$ cat src/rtl/quadrature_angle_tracker.sv
// Angle tracker for a two-channel hall sensor pair.
// The inputs are synchronised and deglitched, then every quadrature edge is
// decoded as a +/-1 step into a wrapping angle count. Illegal double-bit
// transitions set a sticky fault flag.
// Optional feature: define QAT_VELOCITY_EN to enable windowed velocity measurement.
module quadrature_angle_tracker #(
  parameter int unsigned ANGLE_W        = 12,
  parameter int unsigned COUNTS_PER_REV = 4024,
  parameter int unsigned FILTER_LEN     = 3,
  parameter int unsigned VEL_WINDOW     = 1000,
  parameter int unsigned VEL_W          = 16
) (
  input  logic               CLK,
  input  logic               reset,
  input  logic               hall_1,
  input  logic               hall_2,
  input  logic               monitor,
  input  logic               zero,
  input  logic               fault_clr,
  output logic [ANGLE_W-1:0] angle,
  output logic               dir,
  output logic               step,
  output logic               fault,
  output logic [VEL_W-1:0]   velocity,
  output logic               vel_valid
);

  localparam int unsigned CNT_W = (FILTER_LEN > 1) ? $clog2(FILTER_LEN) : 1;
  localparam logic [CNT_W-1:0]   CNT_LAST   = CNT_W'(FILTER_LEN - 1);
  localparam logic [ANGLE_W-1:0] ANGLE_LAST = ANGLE_W'(COUNTS_PER_REV - 1);

  // Bit 1 carries hall_1, bit 0 carries hall_2.
  logic [1:0]       meta;
  logic [1:0]       sync;
  logic [1:0]       vld;
  logic [1:0]       filt;
  logic [CNT_W-1:0] cnt [2];
  logic [1:0]       prev;
  logic             primed;
  logic             settled;
  logic             inc;
  logic             dec;
  logic             bad;

  // Clockwise successor: 00 -> 10 -> 11 -> 01 -> 00.
  function automatic logic [1:0] cw_next(input logic [1:0] p);
    case (p)
      2'b00:   cw_next = 2'b10;
      2'b10:   cw_next = 2'b11;
      2'b11:   cw_next = 2'b01;
      default: cw_next = 2'b00;
    endcase
  endfunction

  // Two-flop synchronisers; vld marks when the sync stage holds real samples.
  always_ff @(posedge CLK or negedge reset) begin
    if (!reset) begin
      meta <= 2'b00;
      sync <= 2'b00;
      vld  <= 2'b00;
    end else begin
      meta <= {hall_1, hall_2};
      sync <= meta;
      vld  <= {vld[0], 1'b1};
    end
  end

  // Per-channel filter: accept a new level after FILTER_LEN consecutive samples.
  always_ff @(posedge CLK or negedge reset) begin
    if (!reset) begin
      filt <= 2'b00;
      for (int i = 0; i < 2; i++) cnt[i] <= '0;
    end else begin
      for (int i = 0; i < 2; i++) begin
        if (vld[1] && (sync[i] != filt[i])) begin
          if (cnt[i] == CNT_LAST) begin
            filt[i] <= sync[i];
            cnt[i]  <= '0;
          end else begin
            cnt[i] <= cnt[i] + CNT_W'(1);
          end
        end else begin
          cnt[i] <= '0;
        end
      end
    end
  end

  // Filters are settled once real samples have arrived and nothing is pending.
  assign settled = vld[1] && (sync == filt) && (cnt[0] == '0) && (cnt[1] == '0);

  // Quadrature decode of the filtered phase against the previous phase.
  always_comb begin
    inc = 1'b0;
    dec = 1'b0;
    bad = 1'b0;
    if (primed) begin
      if (filt == cw_next(prev)) begin
        inc = 1'b1;
      end else if (prev == cw_next(filt)) begin
        dec = 1'b1;
      end else if (filt != prev) begin
        bad = 1'b1;
      end
    end
  end

  // Phase history and priming; prev simply tracks filt so priming loads it for free.
  always_ff @(posedge CLK or negedge reset) begin
    if (!reset) begin
      prev   <= 2'b00;
      primed <= 1'b0;
    end else begin
      prev   <= filt;
      primed <= primed | settled;
    end
  end

  // Registered step/direction/fault outputs and the wrapping angle count.
  always_ff @(posedge CLK or negedge reset) begin
    if (!reset) begin
      angle <= '0;
      dir   <= 1'b1;
      step  <= 1'b0;
      fault <= 1'b0;
    end else begin
      step <= inc | dec;
      if (inc) begin
        dir <= 1'b1;
      end else if (dec) begin
        dir <= 1'b0;
      end
      if (bad) begin
        fault <= 1'b1;
      end else if (fault_clr) begin
        fault <= 1'b0;
      end
      if (zero) begin
        angle <= '0;
      end else if (monitor && inc) begin
        angle <= (angle == ANGLE_LAST) ? '0 : angle + ANGLE_W'(1);
      end else if (monitor && dec) begin
        angle <= (angle == '0) ? ANGLE_LAST : angle - ANGLE_W'(1);
      end
    end
  end

`ifdef QAT_VELOCITY_EN
  localparam int unsigned WIN_W = (VEL_WINDOW > 1) ? $clog2(VEL_WINDOW) : 1;
  localparam logic [WIN_W-1:0]        WIN_LAST = WIN_W'(VEL_WINDOW - 1);
  localparam logic signed [VEL_W-1:0] VEL_MAX  = {1'b0, {(VEL_W-1){1'b1}}};
  localparam logic signed [VEL_W-1:0] VEL_MIN  = -VEL_MAX;

  logic [WIN_W-1:0]        win_cnt;
  logic signed [VEL_W-1:0] acc;
  logic signed [VEL_W-1:0] acc_nxt;

  // Saturating signed step accumulation, including this cycle's step.
  always_comb begin
    acc_nxt = acc;
    if (inc && (acc != VEL_MAX)) begin
      acc_nxt = acc + VEL_W'(1);
    end else if (dec && (acc != VEL_MIN)) begin
      acc_nxt = acc - VEL_W'(1);
    end
  end

  // Window counter; publishes the accumulated count on the last window cycle.
  always_ff @(posedge CLK or negedge reset) begin
    if (!reset) begin
      win_cnt   <= '0;
      acc       <= '0;
      velocity  <= '0;
      vel_valid <= 1'b0;
    end else if (win_cnt == WIN_LAST) begin
      win_cnt   <= '0;
      acc       <= '0;
      velocity  <= acc_nxt;
      vel_valid <= 1'b1;
    end else begin
      win_cnt   <= win_cnt + WIN_W'(1);
      acc       <= acc_nxt;
      vel_valid <= 1'b0;
    end
  end
`else
  assign velocity  = '0;
  assign vel_valid = 1'b0;
`endif

endmodule

$ cat config.mk
export PLATFORM = sky130hd
export DESIGN_NAME = quadrature_angle_tracker
export DESIGN_NICKNAME = d
export VERILOG_FILES = /design/src/rtl/quadrature_angle_tracker.sv
export SDC_FILE = /design/constraint.sdc
export NUM_CORES = 1
export LEC_CHECK = 0
export BUFFER_PORTS_ARGS = -buffer_cell sky130_fd_sc_hd__buf_2
export CORE_MARGIN = 3
export CORE_UTILIZATION = 59
export DETAILED_ROUTE_END_ITERATION = 6
export GPL_ROUTABILITY_DRIVEN = 0
export PLACE_DENSITY = 0.85
export REMOVE_ABC_BUFFERS = 1
export SLEW_MARGIN = 20
export SYNTH_ARGS = -nofsm -noshare
export SYNTH_HDL_FRONTEND = slang
export SYNTH_SLANG_ARGS = --single-unit
$ cat constraint.sdc
create_clock -name CLK -period 3.45 [get_ports CLK]
set_input_delay 0.5175 -clock CLK [delete_from_list [all_inputs] [get_ports CLK]]
set_output_delay 0.5175 -clock CLK [all_outputs]
set_load 0.03 [all_outputs]
# == Word-level counts from Yosys, hierarchy flattened ==
# Cells that the tools add are included.
# classes
n_addsub,4
multipliers,0
n_div,0
order_cmp,0
n_eq_ne,13
shift,0
mux,27
n_bitwise,2
reduce_logical,17
# ops
op,count
two-way mux 12 bit,5
two-way mux 2 bit,7
two-way mux 1 bit,13
adder 12 x 1 -> 12 bit (second input constant),1
== test 12 bit (second input constant),1
== test 2 bit (second input constant),6
logical NOT 12 bit,1
case mux 2 bit (3 select lines),2
subtractor 12 x 1 -> 12 bit (second input constant),1
logical NOT 2 bit,4
logical AND 1 bit,7
== test 2 bit,3
adder 2 x 1 -> 2 bit (second input constant),2
AND reduction 2 bit,2
nonzero test 2 bit,2
nonzero test 3 bit,1
!= test 1 bit,2
!= test 2 bit,1
bitwise OR 1 bit,2
# word_totals
regBits,30
latch_bits,0
ram_bits,0
romBits,0
out_inout_bits,32
elab_cells,76
mem_count,0

# == Depth between registers and ports, before layout ==
# Gate-level depths: netlist (run 1).
# depth
word_depth,14
ltp_mapped,8

# == Least setup slack after synthesis (run 1) ==
# No wires, ideal clock.
# synth_path
path_kind,register to register
startpoint,register angle[6]
endpoint,register angle[2]
arrival_time_ns,2.171
path_slack_ns,1.185
path_stages_with_launch,8
n_path_buf,2
synth_period_minus_slack_ns,2.265
cell_sequence,dfrtp_1 -> buf_6 -> or4_4 -> nor4_4 -> or2_1 -> buf_6 -> o22ai_1 -> a211oi_1
# synth_via
elab_chain_len,5
# synth_rtl
item,line,source
"start, declared",20,"output logic [ANGLE_W-1:0] angle,"
"start signal, assigned",141,angle <= (angle == ANGLE_LAST) ? '0 : angle + ANGLE_W'(1);
"start signal, assigned",143,angle <= (angle == '0) ? ANGLE_LAST : angle - ANGLE_W'(1);
logical NOT 12 bit,143,
two-way mux 12 bit,143,
two-way mux 12 bit,142,end else if (monitor && dec) begin
two-way mux 12 bit (*),140,end else if (monitor && inc) begin
two-way mux 12 bit (*),138,if (zero) begin
# Every way passes the cells marked *; elsewhere a longest branch is shown, timed or not. The select of a mux whose other input is x is not followed.
# A chain may end at the register's enable or synchronous reset.

# == Worst setup path in the final report (run 1) ==
# layout_path
startpoint,register angle[7]
endpoint,register angle[2]
# Same word-level chain as after synthesis.

==> results of run 1 <==
## critical path, cell delays in order, from the launching register on
cell,delay [ns]
dfrtp_1,0.51
or4_4,0.62
nor4_4,0.55
or2_1,0.32
o22ai_1,0.14
a211oi_1,0.26
## power by group
part           internal [mW]  total, mW  leakage [nW]  switching (mW)
logic                  0.448       1.18         0.530           0.729
clock network         0.0978      0.231        0.0343           0.134
registers              0.457      0.618         0.382           0.161
total                   1.00       2.03         0.946            1.02
## area by class of cell
cell class,instances,area [µm²],share of cell area (%)
multi-input combinational,159,1010,49.91
sequential,30,752.0,37.17
timing repair buffer,22,112.6,5.566
tap,44,55.05,2.721
clock buffer,6,51.30,2.536
inverter,8,30.03,1.484
clock inverter,2,12.51,0.6184
## cells in the final DEF (no fill, tap or decap), types with 6 or more instances in the layout
cell type / synthesis / layout
conb_1: 2 / 18
dfrtp_1: 29 / 29
inv_1: 8 / 8
buf_2: 5 / 21
o21ai_0: 13 / 13
nor4_1: 6 / 6
xor2_1: 10 / 10
a21oi_1: 6 / 6
nand2_1: 21 / 21
nor2_1: 9 / 9
## sequential cells by signal (all words and copies together) (netlist names)
register / flops
angle: 12
cnt: 4
dir: 1
fault: 1
filt: 2
meta: 2
prev: 2
primed: 1
step: 1
sync: 2
vld: 2
## kinds of logic after synthesis
group / synth area share [%]
flops: 39.05
other cells: 0.3900
simple gates: 23.59
mux: 1.170
xor+xnor: 6.367
compound gates: 15.85
buf+inv: 11.63
fa+ha+maj: 1.950
## metal layers
layer  GRT usage [%]  up-vias  share of wire, %
li1                -      759                 -
met2           33.86       74                45
met3           4.278       10               8.5
met4           11.57        0               1.9
met5               0        -                 0
met1           30.72      749                44
## metrics by stage
stage / std cells / hold slack (ns) / instance area [µm²] / power, mW
floorplan: 197 / 0.2219 / 1792 / 1.489
finish: 271 / 0.1935 / 2023 / 2.026
CTS: 271 / 0.2124 / 2023 / 2.015
detailed placement: 263 / 0.3347 / 1959 / 1.773
global route: 271 / 0.2386 / 2023 / 2.186
global placement: 263 / 0.3321 / 1959 / 1.738
## worst paths after layout
path	to	depth (start not counted)
worst max-delay path	angle[2]	5
worst min register to register	sync[1]	0
min in group CLK	meta[0]	1
worst min-delay path	cnt[3]	1
worst max register to register	angle[2]	5
max in group asynchronous	angle[6]	1
==> flow_summary.toml, run 1 <==
[clock_tree]
postCtsResizedCells = 0
insertion_delay_ns = 0.34
tritoncts = "built"
cts_setup_buffers = 0
cts_root_buffer = "clkbuf_4"
cts_hold_buf = 0
clock_path_buffers = 2
htreeDepth = 2
clock-sinks = 30
clk_pin_slew_ns = 0.11
cts_buffers = 5

[worst_setup_path]
cp.required_ns = 3.71
endpoint_kind = "flip-flop"
crit_start = "angle[7]"
critPathLaunchType = "flip-flop"
critPathMaxFanout = 12
worstPathArrival_ns = 2.73
r2r-start = "angle[7]"
path_class = "reg2reg"
r2r_slack_ns = 0.98

[yosys]
synth_warnings = 0
ys.flop_type = "dfrtp_1"
synthCells = 208
synth_most_common_cell = "dfrtp_1"
synth.largest_area_cell = "dfrtp_1"
synth_area_mm2 = 0.001926
syn_avg_cell_area_um2 = 9.258
synthTopCellsByCount = "dfrtp_1, nand2_1, buf_4"
yosysSeqAreaShare_pct = 39.05
synthArstFlopShare_pct = 100.0
netlist.area_leader.share_pct = 37.69
ys_seq_elements = 30
synth_edf_count = 0
synth.area.top_cells = "dfrtp_1, buf_4, xor2_1, nand2_1, o21ai_0"
synth_cell_types = 54

[place]
dp_hpwl_um = 2864
io_buffers = 21
place_ws_ns = 1.055

[timing]
rsz0062_at_grt = "false"
worst_pin_slew_ns = 0.9442
hold_viol_final = 0
maxSlewHeadroom_pct = 37.05
setup_ws_ns = 0.9757
fin_crit_sh_pct = 71.72
maxClockFrequency_ghz = 0.4041
finalSetupTns_ns = 0
drv_slew = 0
fin_crit_ns = 2.474
worst_clock_skew_ns = 0.01433
setup_viol = 0

[floorplanning]
dieArea_mm2 = 0.003985
dieWidth_um = 63.13
ios = 39
coreArea_mm2 = 0.003078
row_count = 20
initial_utilization_pct = 62.56
die_h_um = 63.13

[detailed_routing]
routed_wl_um = 4090
viasPerCell = 5.875
vias = 1592
routedWlPerCell_um = 15.09
first_pass_iters = 4
drtAntennaViolNets = 0
drt_iter0_drc = 85
drc_errors = 0

[power]
p_leak_nw = 0.9462
power_density_mw_per_mm2 = 1001
ir_drop_mv = 0.5858

[finish]
syn_to_final_growth_pct = 5.068
fillers = 269
drive_above_1_share_pct = 18.06
antenna_cells = 0
final_nets = 236
postLayoutCoreUtil_pct = 65.73

[global_routing]
grt_usage_pct = 22.47
grt-ovfl-total = 0
grt_pass1_wl_um = 6996
antenna_found_initial = 0
grt_pass1_vias = 1463
grt_max_degree = 31

[run]
cap_violations = 0

[outcome]
run_status = "finished clean"

[min_path]
hp-class = "in2async"
No activity file was read; power rests on OpenSTA's default activity.
==> inputs of run 2 (changes only) <==
--- a/config.mk
+++ b/config.mk
@@ -5,12 +5,13 @@
 export SDC_FILE = /design/constraint.sdc
 export NUM_CORES = 1
 export LEC_CHECK = 0
+export ABC_AREA = 1
 export BUFFER_PORTS_ARGS = -buffer_cell sky130_fd_sc_hd__buf_2
 export CORE_MARGIN = 3
-export CORE_UTILIZATION = 59
+export CORE_UTILIZATION = 56
 export DETAILED_ROUTE_END_ITERATION = 6
 export GPL_ROUTABILITY_DRIVEN = 0
-export PLACE_DENSITY = 0.85
+export PLACE_DENSITY = 0.8
 export REMOVE_ABC_BUFFERS = 1
 export SLEW_MARGIN = 20
 export SYNTH_ARGS = -nofsm -noshare
==> constraint.sdc (replaced) <==
create_clock -name CLK -period 2.59 [get_ports CLK]
set_input_delay 0.3885 -clock CLK [delete_from_list [all_inputs] [get_ports CLK]]
set_output_delay 0.3885 -clock CLK [all_outputs]
set_load 0.03 [all_outputs]
==> flow_summary.toml, run 2 <==
[finish]
syn_to_final_growth_pct = 5.875
final_nets = 336
largest_reg_flops = 12
drive_above_1_share_pct = 14.98
final_cell_mix = "nand2_1, nand3_1, nor2_1"
antenna_cells = 0
top_regs = "angle (12), cnt (4)"
top_register = "angle"
fillers = 329
final_common_cell = "nand2_1"
final_area_mm2 = 0.002255

[timing]
worst_clock_skew_ns = 0.01077
maxSlewHeadroom_pct = 55.70
fin_crit_sh_pct = 69.87
maxClockFrequency_ghz = 0.5526
fin_crit_ns = 1.810
finalSetupTns_ns = 0
worst_pin_slew_ns = 0.6644
setup_viol = 0
drv_slew = 0
rsz0062_at_grt = "false"
hold_viol_final = 0
hold_ws_ns = 0.1302

[clock_tree]
clk_pin_slew_ns = 0.08
htreeDepth = 2
cts_hold_buf = 0
cts_setup_buffers = 0
tritoncts = "built"
postCtsResizedCells = 0
cts_buffers = 5
clock-sinks = 30
cts_root_buffer = "clkbuf_8"
clock_path_buffers = 2
insertion_delay_ns = 0.29

[min_path]
hp-class = "in2async"

[detailed_routing]
drt_iter0_drc = 204
drc_errors = 0
routed_wl_um = 4821
vias = 1958
drtAntennaViolNets = 0
routedWlPerCell_um = 12.92
first_pass_iters = 4
viasPerCell = 5.249

[floorplanning]
die_h_um = 67.67
initial_utilization_pct = 60.94
dieArea_mm2 = 0.004579
row_count = 21
ios = 39
dieWidth_um = 67.67
coreArea_mm2 = 0.003495

[yosys]
synthTopCellsByCount = "nand2_1, nand3_1, nor2_1"
syn_avg_cell_area_um2 = 6.892
synth_top_family_by_area = "simple AND/OR/NAND/NOR gates"
netlist.area_leader.share_pct = 34.08
synthCells = 309
ys.flop_type = "dfrtp_1"
synthArstFlopShare_pct = 100.0
synth_edf_count = 0
yosys.area_share.simple_pct = 41.89
synth_compound_area_share_pct = 4.818
synthMuxAreaShare_pct = 0.5288
ys_seq_elements = 30
synth_most_common_cell = "nand2_1"
synth_xor_xnor_area_share_pct = 2.056
synth.largest_area_cell = "dfrtp_1"
synth_area_mm2 = 0.002130
synthAdderAreaFrac_pct = 1.763
synth.area.top_cells = "dfrtp_1, nand2_1, nand3_1, buf_4, nor2_1"
synth_warnings = 0
synth_cell_types = 34
yosysSeqAreaShare_pct = 35.31

[global_routing]
grt_max_degree = 31
grt-ovfl-total = 0
grt_pass1_vias = 1747
grt_pass1_wl_um = 7935
grt_usage_pct = 23.41
antenna_found_initial = 0

[place]
dp_hpwl_um = 3467
io_buffers = 21
placed_area_mm2 = 0.002160

[worst_setup_path]
r2r_slack_ns = 0.78
slowest_delay_ns = 0.52
critical-path-top-delay-family = "simple AND/OR/NAND/NOR gates"
critPathLaunchType = "flip-flop"
endpoint_kind = "flip-flop"
worstPathArrival_ns = 1.99
cp.buffers_inverters = 1
critPathMaxFanout = 8
worst_path_max_delay_cell = "dfrtp_1"
path_cells = "inv_1 > ha_1 > nand3_1 > nor3_2 > nor2_2 > nand2_1 > nand3_1 > nand2_1"
cp.required_ns = 2.77
path_class = "reg2reg"

[run]
cap_violations = 0

[outcome]
run_status = "finished clean"
## run 2: changes by cell type in the layout (fill, tap and decap cells not counted), sizes merged, moves of 4 or more
| cell | delta |
|---|---|
| nand3 | +32 |
| xor2 | -9 |
| inv | +16 |
| or3 | -5 |
| o221ai | -4 |
| or4 | -5 |
| nand2 | +84 |
| nand4 | +5 |
| and2 | -5 |
| nor2 | +31 |
| nor4 | -7 |
## run 2: final cells by class
class	instances	area, µm²	area share, %
multi-input combinational	244	1155	51.22
sequential	30	752.0	33.35
timing repair buffer	21	105.1	4.662
inverter	24	90.09	3.996
clock buffer	6	82.58	3.663
tap	46	57.56	2.553
clock inverter	2	12.51	0.5549
## run 2: cell families (layout without fill, tap and decap cells)
logic type               count (synthesis)  count (layout)
AND/OR/NAND/NOR                        199             199
buffers and inverters                   51              53
flip-flops                              30              30
AO/OA/AOI/OAI                           18              18
XOR/XNOR                                 5               5
adder cells (fa/ha/maj)                  3               3
other                                    2              18
multiplexers                             1               1
## run 2: metal layers
metal | up-vias | share of wire [%] | global-route usage, %
met2 | 92 | 45 | 35.72
met3 | 10 | 7.8 | 4.493
met4 | 0 | 1.9 | 9.114
li1 | 985 | - | -
met5 | - | 0 | 0
met1 | 871 | 45 | 32.57
## run 2: worst reg2reg max path: stages (launching register included)
cell and delay (ns):
dfrtp_1 0.52, inv_1 0.21, ha_1 0.26, nand3_1 0.10
nor3_2 0.06, nor2_2 0.32, nand2_1 0.10, nand3_1 0.08
nand2_1 0.05
## run 2: path summary, 6_finish.rpt
path,startpoint,to,cells after the start
max in group asynchronous,reset,cnt[3],1
worst min-delay path,reset,angle[4],1
worst max-delay path,angle[0],angle[2],8
worst min register to register,vld[0],vld[1],0
worst max register to register,angle[0],angle[2],8
min in group CLK,hall_1,meta[1],1
## run 2: through the flow
step                      util, %  setup slack (ns)  cells
after floorplan                 -            0.9391    298
after global placement      61.80            0.8738    365
after detailed placement    61.80            0.8232    365
after CTS                   64.52            0.8192    373
after global routing        64.52            0.6571    373
final                       64.52            0.7803    373
Power of run 2 is not shown: default switching activity piles up to over one toggle a cycle in this logic, so the estimate is an artifact.
